**src/rtl/io_store_buffer.sv**
```systemverilog
// Store buffer between the cpu memory port and the RAM/UART bus: RAM accesses pass
// straight through, I/O writes are queued in order and drained when the UART can take them.
module io_store_buffer #(
   parameter int DEPTH_LOG = 3,
   parameter int DRAIN_GAP = 2
) (
   input  logic                 clk_in,
   input  logic                 rst_in,
   input  logic                 rdy_in,
   input  logic                 cpu_req,
   input  logic                 cpu_wr,
   input  logic [31:0]          cpu_a,
   input  logic [7:0]           cpu_dout,
   output logic                 cpu_stall,
   input  logic                 io_buffer_full,
   output logic [31:0]          mem_a,
   output logic [7:0]           mem_dout,
   output logic                 mem_wr,
   output logic [DEPTH_LOG:0]   fifo_count
);

   localparam int DEPTH = 1 << DEPTH_LOG;
   localparam int GAP_W = (DRAIN_GAP > 1) ? $clog2(DRAIN_GAP) : 1;
   localparam logic [GAP_W-1:0]   GAP_LOAD   = GAP_W'(DRAIN_GAP - 1);
   localparam logic [DEPTH_LOG:0] COUNT_FULL = (DEPTH_LOG + 1)'(DEPTH);

   logic [25:0]          fifo_mem [DEPTH];
   logic [DEPTH_LOG-1:0] head_q, head_d;
   logic [DEPTH_LOG-1:0] tail_q, tail_d;
   logic [DEPTH_LOG:0]   count_q, count_d;
   logic [GAP_W-1:0]     gap_q, gap_d;

   logic        is_io;
   logic        fifo_empty;
   logic        fifo_full;
   logic        gap_zero;
   logic        bus_free;
   logic        push;
   logic        pop;
   logic        load_gap;
   logic [25:0] head_entry;

   assign is_io      = (cpu_a[17:16] == 2'b11);
   assign fifo_empty = (count_q == '0);
   assign fifo_full  = (count_q == COUNT_FULL);
   assign gap_zero   = (gap_q == '0);
   assign head_entry = fifo_mem[head_q];
   assign fifo_count = count_q;

   always_comb begin
      mem_a     = '0;
      mem_dout  = '0;
      mem_wr    = 1'b0;
      cpu_stall = 1'b0;
      push      = 1'b0;
      pop       = 1'b0;
      load_gap  = 1'b0;
      bus_free  = 1'b0;
      if (!rdy_in) begin
         cpu_stall = 1'b1;
      end else begin
         bus_free = 1'b1;
         if (cpu_req && !is_io) begin
            mem_a    = cpu_a;
            mem_dout = cpu_dout;
            mem_wr   = cpu_wr;
            bus_free = 1'b0;
         end else if (cpu_req && !cpu_wr) begin
            // An I/O read must not overtake queued writes to the same device.
            if (!fifo_empty) begin
               cpu_stall = 1'b1;
            end else begin
               mem_a    = cpu_a;
               mem_dout = cpu_dout;
               bus_free = 1'b0;
            end
         end else if (cpu_req) begin
            if (fifo_empty && !io_buffer_full && gap_zero) begin
               mem_a    = cpu_a;
               mem_dout = cpu_dout;
               mem_wr   = 1'b1;
               load_gap = 1'b1;
               bus_free = 1'b0;
            end else if (!fifo_full) begin
               push = 1'b1;
            end else begin
               cpu_stall = 1'b1;
            end
         end
         // Drain uses the pre-push occupancy, so a write queued this cycle waits its turn.
         if (bus_free && !fifo_empty && !io_buffer_full && gap_zero) begin
            mem_a    = {14'b0, head_entry[25:8]};
            mem_dout = head_entry[7:0];
            mem_wr   = 1'b1;
            pop      = 1'b1;
            load_gap = 1'b1;
         end
      end
   end

   always_comb begin
      head_d  = pop  ? head_q + 1'b1 : head_q;
      tail_d  = push ? tail_q + 1'b1 : tail_q;
      count_d = count_q;
      case ({push, pop})
         2'b10:   count_d = count_q + 1'b1;
         2'b01:   count_d = count_q - 1'b1;
         default: count_d = count_q;
      endcase
      if (load_gap)
         gap_d = GAP_LOAD;
      else if (!gap_zero)
         gap_d = gap_q - 1'b1;
      else
         gap_d = gap_q;
   end

   always_ff @(posedge clk_in) begin
      if (rst_in) begin
         head_q  <= '0;
         tail_q  <= '0;
         count_q <= '0;
         gap_q   <= '0;
      end else if (rdy_in) begin
         head_q  <= head_d;
         tail_q  <= tail_d;
         count_q <= count_d;
         gap_q   <= gap_d;
      end
   end

   always_ff @(posedge clk_in) begin
      if (!rst_in && push)
         fifo_mem[tail_q] <= {cpu_a[17:0], cpu_dout};
   end

endmodule

```
**config.mk**
```make
export PLATFORM = sky130hd
export DESIGN_NAME = io_store_buffer
export DESIGN_NICKNAME = d
export VERILOG_FILES = /design/src/rtl/io_store_buffer.sv
export SDC_FILE = /design/constraint.sdc
export NUM_CORES = 1
export LEC_CHECK = 0
export ABC_AREA = 1
export CORE_MARGIN = 2
export CORE_UTILIZATION = 51
export DETAILED_ROUTE_END_ITERATION = 8
export GPL_TIMING_DRIVEN = 0
export HOLD_SLACK_MARGIN = 0.08
export PLACE_DENSITY = 0.69
export SYNTH_ARGS = -nofsm -noshare
export SYNTH_HDL_FRONTEND = slang
export SYNTH_SLANG_ARGS = --single-unit
```
**constraint.sdc**
```tcl
create_clock -name clk_in -period 4.21 [get_ports clk_in]
set_clock_uncertainty 0.15 [all_clocks]
set_input_delay 0.842 -clock clk_in [delete_from_list [all_inputs] [get_ports clk_in]]
set_output_delay 0.842 -clock clk_in [all_outputs]
set_load 0.05 [all_outputs]
```
==> results_dict.tcl <==
set metrics [dict create \
    status "finished with violations" \
    worst_setup_path_end_kind "output port" \
    crit_chain "clkdlybuf4s50_1, nor2_1, inv_1, nor2_4, nand2_2, nand2_4, nand3_1, a21oi_1, clkdlybuf4s50_1" \
    synth-main-ff-cell "edfxtp_1" \
    synth_compound_area_frac 0.0671 \
    vias 6981 \
    postSynth.asyncResetShare 0 \
    wire_per_inst_um 20.5 \
    grt_max_degree 27 \
    portBuffers 90 \
    p_total_mw 4.83 \
    timing.rr.start "fifo_count[0]" \
    fmax_mhz 247 \
    layout-drive-gt1-share 0.0983 \
    final-setup-viol-count 0 \
    clockBufferDepth 3 \
    fillCellCount 1411 \
    io_pins 92 \
    path_common_cell "clkdlybuf4s50_1" \
    clk_pin_slew_worst_paths_ns 0.06 \
    crit_path_start_kind "input pin" \
    maxSlewHeadroom 0.333 \
    numClockSinks 222 \
    hp-class "flip-flop to flip-flop" \
    timing.setup.tns_ns 0 \
    die_area_sq_um 19600 \
    ys_ff_latch 222 \
    p_per_area_nw_per_um2 416 \
    arrival_ns 3.06 \
    ant_nets 0 \
    yosysSeqAreaShare 0.690 \
    worstPathRequired_ns 3.22 \
    regArea_sq_um 6530 \
    drt_wl_total_mm 25.1 \
    synth_enable_flop_cells 208 \
    nets 1030 \
    root_buffer "clkbuf_16" \
    syn_nets 910 \
    holdCritStartpoint "head_q[1]" \
    grt_pass1_wl_mm 38.8 \
    final_util 0.642 \
    vias_per_cell 5.69 \
    holdWs_ns 0.342 \
    maxSlewViolCount 0 \
    cap_violations 0 \
    rsz0062_at_grt "false" \
    start_util 0.523 \
    synthMuxAreaShare 0 \
    die_h_um 140 \
    yosysWarnings 0 \
    synth_top_family_by_area "simple AND/OR/NAND/NOR gates" \
    startpoint "io_buffer_full" \
    first_pass_iters 9 \
    leakage_nw 4.43 \
    mostFrequentLayoutCells "272 x nand2_1, 208 x edfxtp_1, 111 x nand3_1" \
    cts_tree "yes" \
    cts_setup_buffers 0 \
    place_inst 1182 \
    core_region_area_sq_um 18100 \
    worstSetupPathType "input pin to output port" \
    synth_area_per_cell_sq_um 11.0 \
    fin_ws_ns 0.161 \
    n_antenna_cell 0 \
    crit_path_max_incr_delay_ns 0.82 \
    drt_iter0_drc 734 \
    ir_drop_v 0.000385 \
    period_minus_slack_ns 4.05 \
    final_common_cell "nand2_1" \
    multi_input_area_sq_um 2620 \
    hold_viol_final 0 \
    clk_latency_ns 0.52 \
    row_count 49 \
    slowest_stage "clkdlybuf4s50_1" \
    synthAdderAreaFrac 0.00662 \
    cts-buffers-inserted 24 \
    route.detailed.drc 3 \
    die_width_um 140 \
    violations "design-rule violations" \
    crit_fanout 9 \
    antenna_found_initial 0 \
    ys_types 29 \
    final_cells 1226 \
    netlist_instances 859 \
    htree_levels 1 \
    synthesis.area_sq_um 9450 \
    hpwlAfterDp_mm 15.4 \
    grt_usage 0.260 \
    gp_congestion 0.779 \
    grt_pass1_vias 6814 \
    final_design_area_no_fill_sq_um 11600 \
    synth-simple-area-share 0.195 \
    syn2layout_area_growth_pct 22.8 \
    synth_xor_area_frac 0.00185 \
    place_area_sq_um 10800 \
    overflow 0 \
    period_share 0.962 \
    post-place-ws_ns -0.323 \
    max_slew.worst_pin.slew_ns 0.998 \
]
## layer usage
metal  vias to the layer above  track usage  part of all wire
met2                       300        0.426              0.48
met4                         0       0.0766             0.026
met3                        46       0.0451             0.086
met5                         -            0                 0
li1                       3269            -                 -
met1                      3366        0.361              0.41
## area by class of cell
type	count	area share
sequential	222	0.562
clock buffer	30	0.0581
clock inverter	14	0.0111
inverter	24	0.00776
buffer	52	0.0240
multi-input combinational	561	0.226
tap	229	0.0247
timing repair buffer	94	0.0864
## flip-flops by register name, summed over array words and instances (netlist names), named ones only
signal,count
fifo_mem,208
gap_q,1
head_q,3
fifo_count,4
tail_q,3
## synthesized netlist by cell type, drive strengths merged, types with 4 or more instances
| cell type | n | area [sq um] |
|---|---|---|
| ha | 5 | 62.6 |
| a21oi | 86 | 430 |
| edfxtp | 208 | 6250 |
| nand4 | 4 | 25.0 |
| o21ai | 5 | 25.0 |
| clkbuf | 19 | 71.3 |
| buf | 33 | 208 |
| nor2 | 41 | 166 |
| nand3 | 115 | 603 |
| nand2 | 275 | 1050 |
| a31oi | 26 | 163 |
| inv | 23 | 86.3 |
| dfxtp | 14 | 280 |
## final timing paths
path                      to  slack, ns  cells past startpoint
max              mem_dout[7]       0.16                      9
min                flip-flop       0.34                      2
min reg2reg        flip-flop       0.34                      2
max reg2reg  fifo_mem[6][10]       1.51                      8
## repair_timing
item	4_1_cts	5_1_grt
hold buffers	0	0
hold endpoints to repair	0	0
gates resized for setup	20	18
endpoints found under the setup margin	37	16
## critical path, delay by kind of cell
family	cells	cell delay, ns
AND/OR/NAND/NOR	5	0.74
buffers and inverters	3	1.32
AO/OA/AOI/OAI	1	0.14
## power by group
| group | switching [mW] | leakage (nW) | internal (mW) | total (mW) |
|---|---|---|---|---|
| logic | 0.207 | 2.05 | 0.103 | 0.310 |
| clock network | 0.845 | 0.404 | 1.26 | 2.11 |
| registers | 0.00123 | 1.98 | 2.41 | 2.41 |
## cell families after synthesis
logic type / after synthesis
adders and majority gates: 5
xor gates and xnor gates: 2
buffers and inverters: 76
and+or+nand+nor: 435
AOI/OAI and AO/OA: 119
DFF: 222
Note: power is estimated with default switching activity, not from simulation.
